**src/rtl/gpio_led_fader.sv**
```systemverilog
`default_nettype none
// ============================================================================
//  Module   : gpio_led_fader
//  Purpose  : Fabric-side consumer of the MSS GPIO_x_M2F vector. Synchronises
//             the GPIO levels into the fabric clock domain, counts changes of
//             the synchronised vector and drives one soft-fading PWM LED per
//             channel. Each channel ramps its duty one step per prescaler tick
//             toward its GPIO level, so LEDs fade on/off instead of switching.
//  Ports    : FAB_CCC_GL0      - fabric clock, rising edge
//             POWER_ON_RESET_N - asynchronous active-low reset
//             GPIO_M2F[NCH]    - MSS GPIO levels, asynchronous to the clock
//             ENABLE           - fade/PWM enable, synchronous
//             LED_OUT[NCH]     - registered PWM LED drive
//             DUTY_BUSY[NCH]   - channel duty still moving toward its endpoint
//             CHG_PULSE        - one-cycle pulse on synchronised vector change
//             CHG_COUNT[16]    - saturating count of vector changes
//  Revision : 1.0 - initial release
// ============================================================================
module gpio_led_fader #(
    parameter int NCH         = 8,
    parameter int PWM_BITS    = 8,
    parameter int RAMP_DIV    = 1024,   // clocks per duty step, >= 2
    parameter int SYNC_STAGES = 2       // synchroniser depth, >= 2
) (
    input  logic             FAB_CCC_GL0,
    input  logic             POWER_ON_RESET_N,
    input  logic [NCH-1:0]   GPIO_M2F,
    input  logic             ENABLE,
    output logic [NCH-1:0]   LED_OUT,
    output logic [NCH-1:0]   DUTY_BUSY,
    output logic             CHG_PULSE,
    output logic [15:0]      CHG_COUNT
);

    localparam logic [PWM_BITS-1:0] c_DUTY_MAX   = '1;
    localparam logic [15:0]         c_COUNT_MAX  = 16'hFFFF;
    localparam int                  c_PRESC_W    = $clog2(RAMP_DIV);
    localparam logic [c_PRESC_W-1:0] c_PRESC_LAST = c_PRESC_W'(RAMP_DIV - 1);

    logic [NCH-1:0]       r_sync [SYNC_STAGES];
    logic [NCH-1:0]       r_gprev;
    logic                 r_chg_pulse;
    logic [15:0]          r_chg_count;
    logic [PWM_BITS-1:0]  r_pc;
    logic [c_PRESC_W-1:0] r_presc;
    logic [PWM_BITS-1:0]  r_duty [NCH];
    logic [NCH-1:0]       r_led;

    logic [NCH-1:0]       w_gs;
    logic                 w_tick;
    logic [NCH-1:0]       w_busy;

    assign w_gs = r_sync[SYNC_STAGES-1];

    // The prescaler is held at zero while disabled, but the gate on ENABLE is
    // still needed for the cycle in which ENABLE falls at the terminal count.
    assign w_tick = ENABLE && (r_presc == c_PRESC_LAST);

    // ------------------------------------------------------------------
    // Input synchroniser
    // ------------------------------------------------------------------
    always_ff @(posedge FAB_CCC_GL0 or negedge POWER_ON_RESET_N) begin
        if (!POWER_ON_RESET_N) begin
            for (int k = 0; k < SYNC_STAGES; k++) begin
                r_sync[k] <= '0;
            end
        end else begin
            r_sync[0] <= GPIO_M2F;
            for (int k = 1; k < SYNC_STAGES; k++) begin
                r_sync[k] <= r_sync[k-1];
            end
        end
    end

    // ------------------------------------------------------------------
    // Change detect and saturating change counter (independent of ENABLE).
    // Any number of bits flipping together is a single event.
    // ------------------------------------------------------------------
    always_ff @(posedge FAB_CCC_GL0 or negedge POWER_ON_RESET_N) begin
        if (!POWER_ON_RESET_N) begin
            r_gprev     <= '0;
            r_chg_pulse <= 1'b0;
            r_chg_count <= '0;
        end else begin
            r_gprev     <= w_gs;
            r_chg_pulse <= (w_gs != r_gprev);
            if (r_chg_pulse && (r_chg_count != c_COUNT_MAX)) begin
                r_chg_count <= r_chg_count + 16'd1;
            end
        end
    end

    // ------------------------------------------------------------------
    // Free-running PWM counter and ramp prescaler
    // ------------------------------------------------------------------
    always_ff @(posedge FAB_CCC_GL0 or negedge POWER_ON_RESET_N) begin
        if (!POWER_ON_RESET_N) begin
            r_pc    <= '0;
            r_presc <= '0;
        end else begin
            r_pc <= r_pc + 1'b1;
            if (!ENABLE || (r_presc == c_PRESC_LAST)) begin
                r_presc <= '0;
            end else begin
                r_presc <= r_presc + 1'b1;
            end
        end
    end

    // ------------------------------------------------------------------
    // Per-channel duty ramp and PWM output. Duty saturates at 0 and MAX;
    // a target reversal simply changes the step direction at the next tick.
    // Duty at MAX drives a solid 1 since (duty > pc) would leave one gap.
    // ------------------------------------------------------------------
    always_ff @(posedge FAB_CCC_GL0 or negedge POWER_ON_RESET_N) begin
        if (!POWER_ON_RESET_N) begin
            for (int i = 0; i < NCH; i++) begin
                r_duty[i] <= '0;
            end
            r_led <= '0;
        end else begin
            for (int i = 0; i < NCH; i++) begin
                if (w_tick) begin
                    if (w_gs[i] && (r_duty[i] != c_DUTY_MAX)) begin
                        r_duty[i] <= r_duty[i] + 1'b1;
                    end else if (!w_gs[i] && (r_duty[i] != '0)) begin
                        r_duty[i] <= r_duty[i] - 1'b1;
                    end
                end

                if (!ENABLE) begin
                    r_led[i] <= 1'b0;
                end else if (r_duty[i] == c_DUTY_MAX) begin
                    r_led[i] <= 1'b1;
                end else begin
                    r_led[i] <= (r_duty[i] > r_pc);
                end
            end
        end
    end

    // Busy while the duty has not reached the endpoint selected by its level.
    always_comb begin
        w_busy = '0;
        for (int i = 0; i < NCH; i++) begin
            w_busy[i] = w_gs[i] ? (r_duty[i] != c_DUTY_MAX) : (r_duty[i] != '0);
        end
    end

    assign LED_OUT   = r_led;
    assign DUTY_BUSY = w_busy;
    assign CHG_PULSE = r_chg_pulse;
    assign CHG_COUNT = r_chg_count;

endmodule
`default_nettype wire
```
**config.mk**
```make
export PLATFORM = sky130hd
export DESIGN_NAME = gpio_led_fader
export DESIGN_NICKNAME = d
export VERILOG_FILES = /design/src/rtl/gpio_led_fader.sv
export SDC_FILE = /design/constraint.sdc
export NUM_CORES = 1
export LEC_CHECK = 0
export ABC_AREA = 1
export BUFFER_PORTS_ARGS = -buffer_cell sky130_fd_sc_hd__buf_2
export CORE_ASPECT_RATIO = 0.6
export CORE_MARGIN = 8
export CORE_UTILIZATION = 45
export CTS_CLUSTER_DIAMETER = 60
export DETAILED_ROUTE_END_ITERATION = 10
export PLACE_DENSITY_LB_ADDON = 0.2
export SYNTH_ARGS = -nofsm -noshare
export SYNTH_HDL_FRONTEND = slang
export SYNTH_SLANG_ARGS = --single-unit
```
**constraint.sdc**
```tcl
create_clock -name FAB_CCC_GL0 -period 2.7 [get_ports FAB_CCC_GL0]
set_clock_uncertainty 0.05 [all_clocks]
set_input_delay 0 -clock FAB_CCC_GL0 [delete_from_list [all_inputs] [get_ports FAB_CCC_GL0]]
set_output_delay 0 -clock FAB_CCC_GL0 [all_outputs]
set_load 0.005 [all_outputs]
```
==> results.txt <==
status: finished, final reports clean
worst-path fanout max: 10
setup slack after layout: 0.3631 ns
most area-consuming cells after synthesis: dfrtp_1 (34%), nand2_1 (17%), ha_1 (15%)
post-route cell area: 0.01089 mm2
Place WS: 0.3884 ns
RSZ-0062 raised after global routing: false
cell accounting for the most synthesized area: dfrtp_1
Worst Max-Slew Pin Slew: 0.5990 ns
TritonCTS clock tree: built
Mapped Area: 0.009669 mm2
DRT iter0 DRCs: 585
most used standard cell by instance count after synthesis: nand2_1
Routed met3 length: 1.106 mm
fin crit share: 86.55%
Detail Route Antenna Nets: 0
WL met2: 8.845 mm
Synth top area share: 33.90%
CP arrival: 2.65 ns
Clock Tree Buf Depth: 2
WL met1: 12.45 mm
Post-synth EDFFs: 0
H-tree Lvls: 4
R2R Setup Slk: 0.36 ns
f_max: 427.9 MHz
share of post-route cells with drive strength above 1: 10.30%
top routing layer used: met4
GRT Residual Overflow: 0
initial antenna violation count: 0
Avg Cell Area, Syn: 7.668 um2
Leak: 5.833 nW
Port Buffers: 43
synth warn: 0
pin count of the biggest net entering global routing: 57
core area: 0.02103 mm2
WS Path Type: flip-flop to flip-flop
PwrDens: 473.6 mW/mm2
Root Buffer Master: clkbuf_16
max-cap viol count: 0
Placed Area: 0.01018 mm2
DP Wirelength: 16.92 mm
Final nets: 1462
ys flop type: dfrtp_1
antenna fix cells: 0
vias in the first global route: 7618
Die ar.: 0.02659 mm2
Synth Instances: 1261
asr flop ratio synth: 100.0%
clock buffer count from CTS: 17
Total Wirelength: 22.61 mm
die width: 205.2 um
I/O pins: 44
reg2reg start: r_duty[9]$_DFFE_PN0P_
final setup vio count: 0
Critical Path RT: 3.02 ns
Seq/Total Area, Yosys: 33.90%
GRT Util Overall: 18.26%
r2r endpoint: r_duty[13]$_DFFE_PN0P_
Final min period: 2.337 ns
drc violations: 0
Netlist cell types: 30
Area Growth Syn to Fin: 12.59%
CTS resizes: 0
VDD IR max: 0.0003786 V
Slew Viols, Final: 0
setup_tns: 0 ns
Worst Reg-to-Reg Cells: 11
Fin. Hold Viols: 0
syn_nets: 1395
Synth top cells by count: nand2_1 (433), dfrtp_1 (131), inv_1 (119)
Startpoint Class: flip-flop
Crit. End Element: flip-flop
worst min path class: primary input to asynchronous set/reset pin
row count: 41
starting density of the core: 45.97%
first-pass GRT wire length: 38.83 mm
synthesized flop and latch total: 131
Clock Sinks: 131
Die H: 129.5 um
vias per cell: 5.028
Slew HR: 60.06%
drt first pass iters: 5
worst skew pair latency: 0.43 ns
WL/cell: 13.96 um
Worst-path clk slew: 0.06 ns
DR vias: 8140
Placer Congestion: 0.8769
Tot Pwr: 5.156 mW
## metrics by stage
stage | utilization [%] | hold WS [ns] | std cells
2_1_floorplan | - | -0.3456 | 1261
3_3_place_gp | 48.39 | -0.03736 | 1578
3_5_place_dp | 48.39 | -0.03476 | 1578
4_1_cts | 51.76 | 0.06992 | 1619
5_1_grt | 51.76 | 0.09653 | 1619
6_report | 51.76 | 0.06536 | 1619
## per-layer routing
metal	vias to the layer above	global-route usage, %
met4	0	4.858
met5	-	0
li1	4258	-
met3	15	4.063
met2	158	24.73
met1	3709	28.30
## where the power goes
| part | internal, mW | switching, mW |
|---|---|---|
| clock network | 1.50 | 0.912 |
| registers | 2.04 | 0.0976 |
| logic | 0.242 | 0.362 |
## area by class of cell
cell class | instances | area (um2)
fillers | 2025 | 10150
multi-input cells | 998 | 5813
flip-flops and latches | 131 | 3278
inverters | 122 | 465.4
clock buffers | 20 | 456.7
repair buffers | 58 | 371.6
well taps | 279 | 349.1
clock inverters | 11 | 152.6
## cells in the final DEF (no fill, tap or decap), types with 27 or more instances in the layout
cell type,netlist,layout
nand3_1,76,76
dfrtp_1,131,131
inv_1,119,119
nand4_1,34,34
xor2_1,33,33
ha_1,115,115
a21oi_1,68,68
nand2_1,433,433
buf_2,0,42
o21ai_2,27,27
nor2_1,104,104
## worst max-delay path by stage
stage | startpoint | to | slack (ns) | cells past startpoint
after detailed placement | r_duty[5]$_DFFE_PN0P_ | r_duty[5]$_DFFE_PN0P_ | 0.39 | 11
final | r_duty[9]$_DFFE_PN0P_ | r_duty[13]$_DFFE_PN0P_ | 0.36 | 11
after floorplan | r_duty[17]$_DFFE_PN0P_ | r_duty[21]$_DFFE_PN0P_ | 0.68 | 12
after global placement | r_duty[9]$_DFFE_PN0P_ | r_duty[13]$_DFFE_PN0P_ | 0.42 | 11
after CTS | r_duty[9]$_DFFE_PN0P_ | r_duty[13]$_DFFE_PN0P_ | 0.37 | 11
after global routing | r_duty[14]$_DFFE_PN0P_ | r_duty[13]$_DFFE_PN0P_ | 0.09 | 11
## registers in the layout, summed over array words and instances, names as in the netlist
signal	cells
r_sync	8
w_gs	8
r_presc	10
CHG_COUNT	16
LED_OUT	8
r_duty	64
r_gprev	8
r_pc	8
CHG_PULSE	1
## critical path: stages, from the launching register on
cell	delay, ns
dfrtp_1	0.46
nand2_1	0.08
nor2_1	0.11
nand2_1	0.11
nand2_1	0.32
ha_1	0.35
or2_2	0.31
nand2_1	0.10
nor2_1	0.06
o21ai_0	0.15
nand3_1	0.10
nand2_1	0.08
## logic make-up (layout without fill, tap and decap cells)
group / Yosys count / in the layout / share of synthesized area [%]
buffers and inverters: 132 / 211 / 5.978
AND/OR/NAND/NOR: 689 / 689 / 30.03
AO/OA/AOI/OAI: 128 / 128 / 8.295
adder cells (fa/ha/maj): 123 / 123 / 16.54
flip-flops: 131 / 131 / 33.90
XOR/XNOR: 58 / 58 / 5.254
## repair_timing
item,in CTS,in global routing
endpoints found under the hold margin,101,0
setup buffers,0,0
hold buffers,10,0
No activity file was read; power rests on OpenSTA's default activity.
